## config.mk

```make
export PLATFORM = sky130hd
export DESIGN_NAME = axil_write_arbiter
export DESIGN_NICKNAME = d
export VERILOG_FILES = /design/src/rtl/axil_write_arbiter.sv
export SDC_FILE = /design/constraint.sdc
export NUM_CORES = 1
export LEC_CHECK = 0
export ABC_CLOCK_PERIOD_IN_PS = 3800
export CORE_MARGIN = 2
export CORE_UTILIZATION = 25
export CTS_CLUSTER_DIAMETER = 150
export DETAILED_ROUTE_END_ITERATION = 7
export GPL_ROUTABILITY_DRIVEN = 1
export GPL_TIMING_DRIVEN = 0
export PLACE_DENSITY = 0.93
export SKIP_LAST_GASP = 1
export SYNTH_ARGS = -nofsm -noshare
export SYNTH_HDL_FRONTEND = slang
export SYNTH_SLANG_ARGS = --single-unit
```

## constraint.sdc

```tcl
create_clock -name axi_aclk -period 3.8 [get_ports axi_aclk]
set_input_delay 1.14 -clock axi_aclk [delete_from_list [all_inputs] [get_ports axi_aclk]]
set_output_delay 1.14 -clock axi_aclk [all_outputs]
set_load 0.03 [all_outputs]
```

## src/rtl/axil_write_arbiter.sv

```systemverilog
// rtl/axil_write_arbiter.sv - two-requester AXI-Lite write arbiter; ARB_FIXED_PRIORITY_EN gives requester 0 every tie
module axil_write_arbiter #(
    parameter int DATA_WIDTH = 32,
    parameter int ADDR_WIDTH = 8,
    parameter int RESP_WIDTH = 2
) (
    input  logic                      axi_aclk,
    input  logic                      axi_areset,
    input  logic [2*ADDR_WIDTH-1:0]   s_axi_awaddr,
    input  logic [1:0]                s_axi_awvalid,
    output logic [1:0]                s_axi_awready,
    input  logic [2*DATA_WIDTH-1:0]   s_axi_wdata,
    input  logic [2*DATA_WIDTH/8-1:0] s_axi_wstrb,
    input  logic [1:0]                s_axi_wvalid,
    output logic [1:0]                s_axi_wready,
    output logic [2*RESP_WIDTH-1:0]   s_axi_bresp,
    output logic [1:0]                s_axi_bvalid,
    input  logic [1:0]                s_axi_bready,
    output logic [ADDR_WIDTH-1:0]     m_axi_awaddr,
    output logic                      m_axi_awvalid,
    input  logic                      m_axi_awready,
    output logic [DATA_WIDTH-1:0]     m_axi_wdata,
    output logic [DATA_WIDTH/8-1:0]   m_axi_wstrb,
    output logic                      m_axi_wvalid,
    input  logic                      m_axi_wready,
    input  logic [RESP_WIDTH-1:0]     m_axi_bresp,
    input  logic                      m_axi_bvalid,
    output logic                      m_axi_bready,
    output logic [1:0]                grant
);
    localparam int STRB_WIDTH = DATA_WIDTH / 8;

    typedef enum logic [1:0] {IDLE, XFER, RESP} state_t;

    state_t     state, state_next;
    logic [1:0] grant_next;
    logic [1:0] winner;
    logic       aw_done, aw_done_next;
    logic       w_done, w_done_next;
    logic       sel;
    logic       aw_hs, w_hs, b_hs;
`ifndef ARB_FIXED_PRIORITY_EN
    logic       rr_ptr, rr_ptr_next;
`endif

    // Index of the granted requester; only meaningful outside IDLE.
    assign sel   = grant[1];
    assign aw_hs = m_axi_awvalid & m_axi_awready;
    assign w_hs  = m_axi_wvalid & m_axi_wready;
    assign b_hs  = m_axi_bvalid & m_axi_bready;

    always_comb begin
        winner = 2'b00;
        case (s_axi_awvalid)
            2'b01:   winner = 2'b01;
            2'b10:   winner = 2'b10;
            2'b11: begin
`ifdef ARB_FIXED_PRIORITY_EN
                winner = 2'b01;
`else
                winner = rr_ptr ? 2'b10 : 2'b01;
`endif
            end
            default: winner = 2'b00;
        endcase
    end

    always_comb begin
        m_axi_awaddr  = sel ? s_axi_awaddr[2*ADDR_WIDTH-1:ADDR_WIDTH] : s_axi_awaddr[ADDR_WIDTH-1:0];
        m_axi_wdata   = sel ? s_axi_wdata[2*DATA_WIDTH-1:DATA_WIDTH] : s_axi_wdata[DATA_WIDTH-1:0];
        m_axi_wstrb   = sel ? s_axi_wstrb[2*STRB_WIDTH-1:STRB_WIDTH] : s_axi_wstrb[STRB_WIDTH-1:0];
        m_axi_awvalid = (state == XFER) && !aw_done && s_axi_awvalid[sel];
        m_axi_wvalid  = (state == XFER) && !w_done && s_axi_wvalid[sel];
        m_axi_bready  = (state == RESP) && s_axi_bready[sel];
        s_axi_awready = 2'b00;
        s_axi_wready  = 2'b00;
        s_axi_bvalid  = 2'b00;
        s_axi_bresp   = '0;
        if (state == XFER) begin
            s_axi_awready[sel] = m_axi_awready;
            s_axi_wready[sel]  = m_axi_wready;
        end
        if (state == RESP) begin
            s_axi_bvalid[sel] = m_axi_bvalid;
            if (sel)
                s_axi_bresp[2*RESP_WIDTH-1:RESP_WIDTH] = m_axi_bresp;
            else
                s_axi_bresp[RESP_WIDTH-1:0] = m_axi_bresp;
        end
    end

    always_comb begin
        state_next   = state;
        grant_next   = grant;
        aw_done_next = aw_done;
        w_done_next  = w_done;
`ifndef ARB_FIXED_PRIORITY_EN
        rr_ptr_next  = rr_ptr;
`endif
        case (state)
            IDLE: begin
                if (|s_axi_awvalid) begin
                    grant_next = winner;
                    state_next = XFER;
                end
            end
            XFER: begin
                // AW and W complete independently; leave once both have been seen.
                aw_done_next = aw_done | aw_hs;
                w_done_next  = w_done | w_hs;
                if (aw_done_next && w_done_next)
                    state_next = RESP;
            end
            RESP: begin
                if (b_hs) begin
`ifndef ARB_FIXED_PRIORITY_EN
                    rr_ptr_next  = ~sel;
`endif
                    grant_next   = 2'b00;
                    aw_done_next = 1'b0;
                    w_done_next  = 1'b0;
                    state_next   = IDLE;
                end
            end
            default: begin
                grant_next   = 2'b00;
                aw_done_next = 1'b0;
                w_done_next  = 1'b0;
                state_next   = IDLE;
            end
        endcase
    end

    always_ff @(posedge axi_aclk or posedge axi_areset) begin
        if (axi_areset) begin
            state   <= IDLE;
            grant   <= 2'b00;
            aw_done <= 1'b0;
            w_done  <= 1'b0;
`ifndef ARB_FIXED_PRIORITY_EN
            rr_ptr  <= 1'b0;
`endif
        end else begin
            state   <= state_next;
            grant   <= grant_next;
            aw_done <= aw_done_next;
            w_done  <= w_done_next;
`ifndef ARB_FIXED_PRIORITY_EN
            rr_ptr  <= rr_ptr_next;
`endif
        end
    end
endmodule

```

==> run summary <==
The clock-pin slew reported for the worst setup and hold paths after clock tree synthesis is 0.04 ns. Routability-driven placement finished with a final weighted congestion of 0.830. Dividing the detail-routed wire length by the instance count gives 16.2 um. STA classifies the critical path startpoint as a primary input.

The library cell used as clock root buffer is clkbuf_8. The die area was 4820 um2; the via count normalized by instance count was 4.73. For this run, the top clock speed supported by timing is 272 MHz. The initial antenna violation count was 0; the minimum clock period after layout was 3.68 ns. In this run, synthesis produced a sequential element count of 7. The core occupancy in the finished layout is 0.685.

Across the routed clock network, the largest skew measured is 0.00172 ns. The worst-case IR drop observed on VDD is 0.406 mV. The starting density of the core is 0.264. The run gives 0.164 as the sequential area share after synthesis. TritonCTS built the clock tree.

The cell count after synthesis came out at 110. Largest fanout of any net on the critical path: 5. The worst max-slew margin expressed relative to the limit came out at 0.772. The total CTS buffers was 3; the row count was 23. Share of post-route cells with drive strength above 1: 0.205.

Setup repair after global routing left no endpoint under its margin. For this design the top-level I/O count stands at 160. The final route contains 1529 vias. The run gives 4 as the number of detailed-routing iterations run before antenna repair. The arrival time at the worst endpoint is 2.54 ns, and the number of design rule violations left after detail routing is 0.

The die is 69.4 um tall. For the worst setup path, the data required time is 2.66 ns. The tools report the post-DP HPWL as 4.46 mm. For the worst-skew pair, the clock arrives at the later sink with an insertion delay of 0.23 ns.

After the first detailed-routing iteration, the DRC count stood at 33. The leakage power of the design was 0.00116 uW. The die boundary width came out at 69.4 um. The detail route stage leaves a number of antenna-violating nets equal to 0.

Maximum number of pins on one net before global-route repair: 11. The flow ran to the end, and the final reports show no timing, DRC or antenna violations. For this block, the routed nets add up to 5.22 mm of wire. For the overall fraction of global-route tracks in use, the log shows 0.206. Relative to the synthesized area, the layout overhead comes to 160%.

The post-synthesis average cell area is 9.73 um2. The tools report the hold violation total from the final report as 0. Path category of the worst min-delay check: reg2reg. The number of max-slew violations in the final report was 0. The first-pass GRT wire length came out at 8.14 mm. The number of buffer cells added on primary ports is 159, and the number of diodes is 0. Fill cell instance count of the final layout: 326. No sink is reached through more buffers than the 2 on the longest clock path.

The net count of the mapped netlist came out at 211. The actual slew at the worst max-slew pin came out at 0.332 ns. The clock net in this run drives a total of 7 sinks. The tools report the count of endpoints failing setup in the final report as 0.

The cell count after placement came out at 319. For this run, the post-layout net count is 375. Post-CTS setup buffer count: 0.

Summed over all layers, the global routing overflow is 0. Yosys warning count: 0. The H-tree depth is 1.

Excluding fillers, the count of instances in the completed layout stands at 323. The endpoint type of the worst setup path was an output port. The tools report the via count of the first global-routing pass as 1578. Across the run, the number of max-cap violations was 0.

The power per standard cell area is 584 nW/um2, and the number of library cell types mapped by synthesis is 30. The ratio of final minimum period to clock period came out at 0.969. The total design power came out at 1620 uW. The category of the most critical setup path was in2out.

After synthesis the cells add up to 1070 um2. The total area inside the core boundary comes to 4060 um2.
[cells in the final DEF (no fill, tap or decap), types with 2 or more instances in the layout]
cell type	count
clkdlybuf4s50_1	153
mux2_2	44
nor2_1	7
dfrtp_1	7
nand2_1	5
dlymetal6s2s_1	5
nor3_1	4
buf_8	4
inv_1	3
mux2i_1	3
nand3b_1	3
and3_1	3
clkbuf_8	3
buf_2	2
nand2b_1	2
a21oi_1	2
buf_4	2
o211ai_1	2
o21ai_0	2
nor3b_1	2
[worst max-delay path, cell delays in order]
cell and delay, ns:
clkdlybuf4s50_1 0.54, and3_1 0.19, clkdlybuf4s50_1 0.67
[registers in the layout (all words and copies together) (netlist names)]
signal   count
w_done       1
grant        2
rr_ptr       1
state        2
aw_done      1
[logic make-up after synthesis]
group	after synthesis	share of synthesized area
flops	7	0.164
mux	47	0.491
compound gates	15	0.104
buf+inv	11	0.0901
simple gates	30	0.151
[metal layers]
metal | vias to the layer above | global-route usage | part of all wire
met5 | - | 0 | 0
met4 | 0 | 0.0675 | 0.017
met3 | 9 | 0.0465 | 0.088
met2 | 95 | 0.381 | 0.53
met1 | 693 | 0.231 | 0.37
li1 | 732 | - | -
[Yosys cell counts]
master,n,area share
buf_8,4,0.056
o211ai_1,2,0.014
inv_1,3,0.011
nand2b_1,2,0.012
o2bb2ai_1,1,0.0082
and2b_1,1,0.0070
o21ai_1,1,0.0047
buf_2,2,0.0094
o311a_1,1,0.0094
or3b_1,1,0.0082
mux2_2,44,0.46
nand3_1,1,0.0047
nand2_1,5,0.018
a31oi_1,1,0.0059
a21o_1,1,0.0070
o21bai_1,1,0.0070
a31o_1,1,0.0082
a2bb2oi_2,1,0.014
a211oi_1,1,0.0070
nor3_1,4,0.019
nor2_1,7,0.025
and3_1,3,0.018
dfrtp_1,7,0.16
nand3b_1,3,0.021
o21ai_0,2,0.0094
nor2b_1,1,0.0059
buf_4,2,0.014
nor3b_1,2,0.014
mux2i_1,3,0.028
a21oi_1,2,0.0094
[path summary, 6_finish.rpt]
check / startpoint / slack, ns / cells past startpoint / to
worst max register to register: grant[1]$_DFFE_PP0P_ / 2.43 / 3 / state[0]$_DFFE_PP0P_
worst min-delay path: grant[0]$_DFFE_PP0P_ / 0.51 / 1 / grant[0]$_DFFE_PP0P_
max in group asynchronous: axi_areset / 2.42 / 2 / grant[1]$_DFFE_PP0P_
worst max-delay path: m_axi_bvalid / 0.12 / 3 / s_axi_bvalid[1]
min in group asynchronous: axi_areset / 1.15 / 2 / state[1]$_DFFE_PP0P_
worst min register to register: grant[0]$_DFFE_PP0P_ / 0.51 / 1 / grant[0]$_DFFE_PP0P_
[layout make-up]
cell class,count,area (um2),share of cell area
buffer,8,85.1,0.0306
tap,50,62.6,0.0225
clock buffer,4,45.0,0.0162
inverter,3,11.3,0.00405
multi-input combinational,92,798,0.287
sequential,7,175,0.0630
timing repair buffer,159,1600,0.577
[power by group]
part / switching [uW] / leakage (uW) / internal [uW]
registers: 36.6 / 0.0000827 / 106
clock network: 36.4 / 0.0000228 / 72.9
logic: 689 / 0.00105 / 682
total: 762 / 0.00116 / 860
[through the flow]
stage	hold WS (ns)	setup slack [ns]	instance area [um2]	TNS, ns
after global routing	0.517	0.0632	2780	0
after global placement	0.498	-0.0367	2720	-0.0367
after floorplan	0.479	0.660	1070	0
after CTS	0.509	0.0141	2770	0
final	0.509	0.118	2780	0
after detailed placement	0.495	-0.0236	2720	-0.0236
[repair_timing]
action                                  4_1_cts  5_1_grt
endpoints found under the setup margin        1        5
hold buffers                                  0        0
pin swaps                                     0        0
gates resized for setup                       1        5
gates cloned                                  0        0
Note: power is estimated with default switching activity, not from simulation.
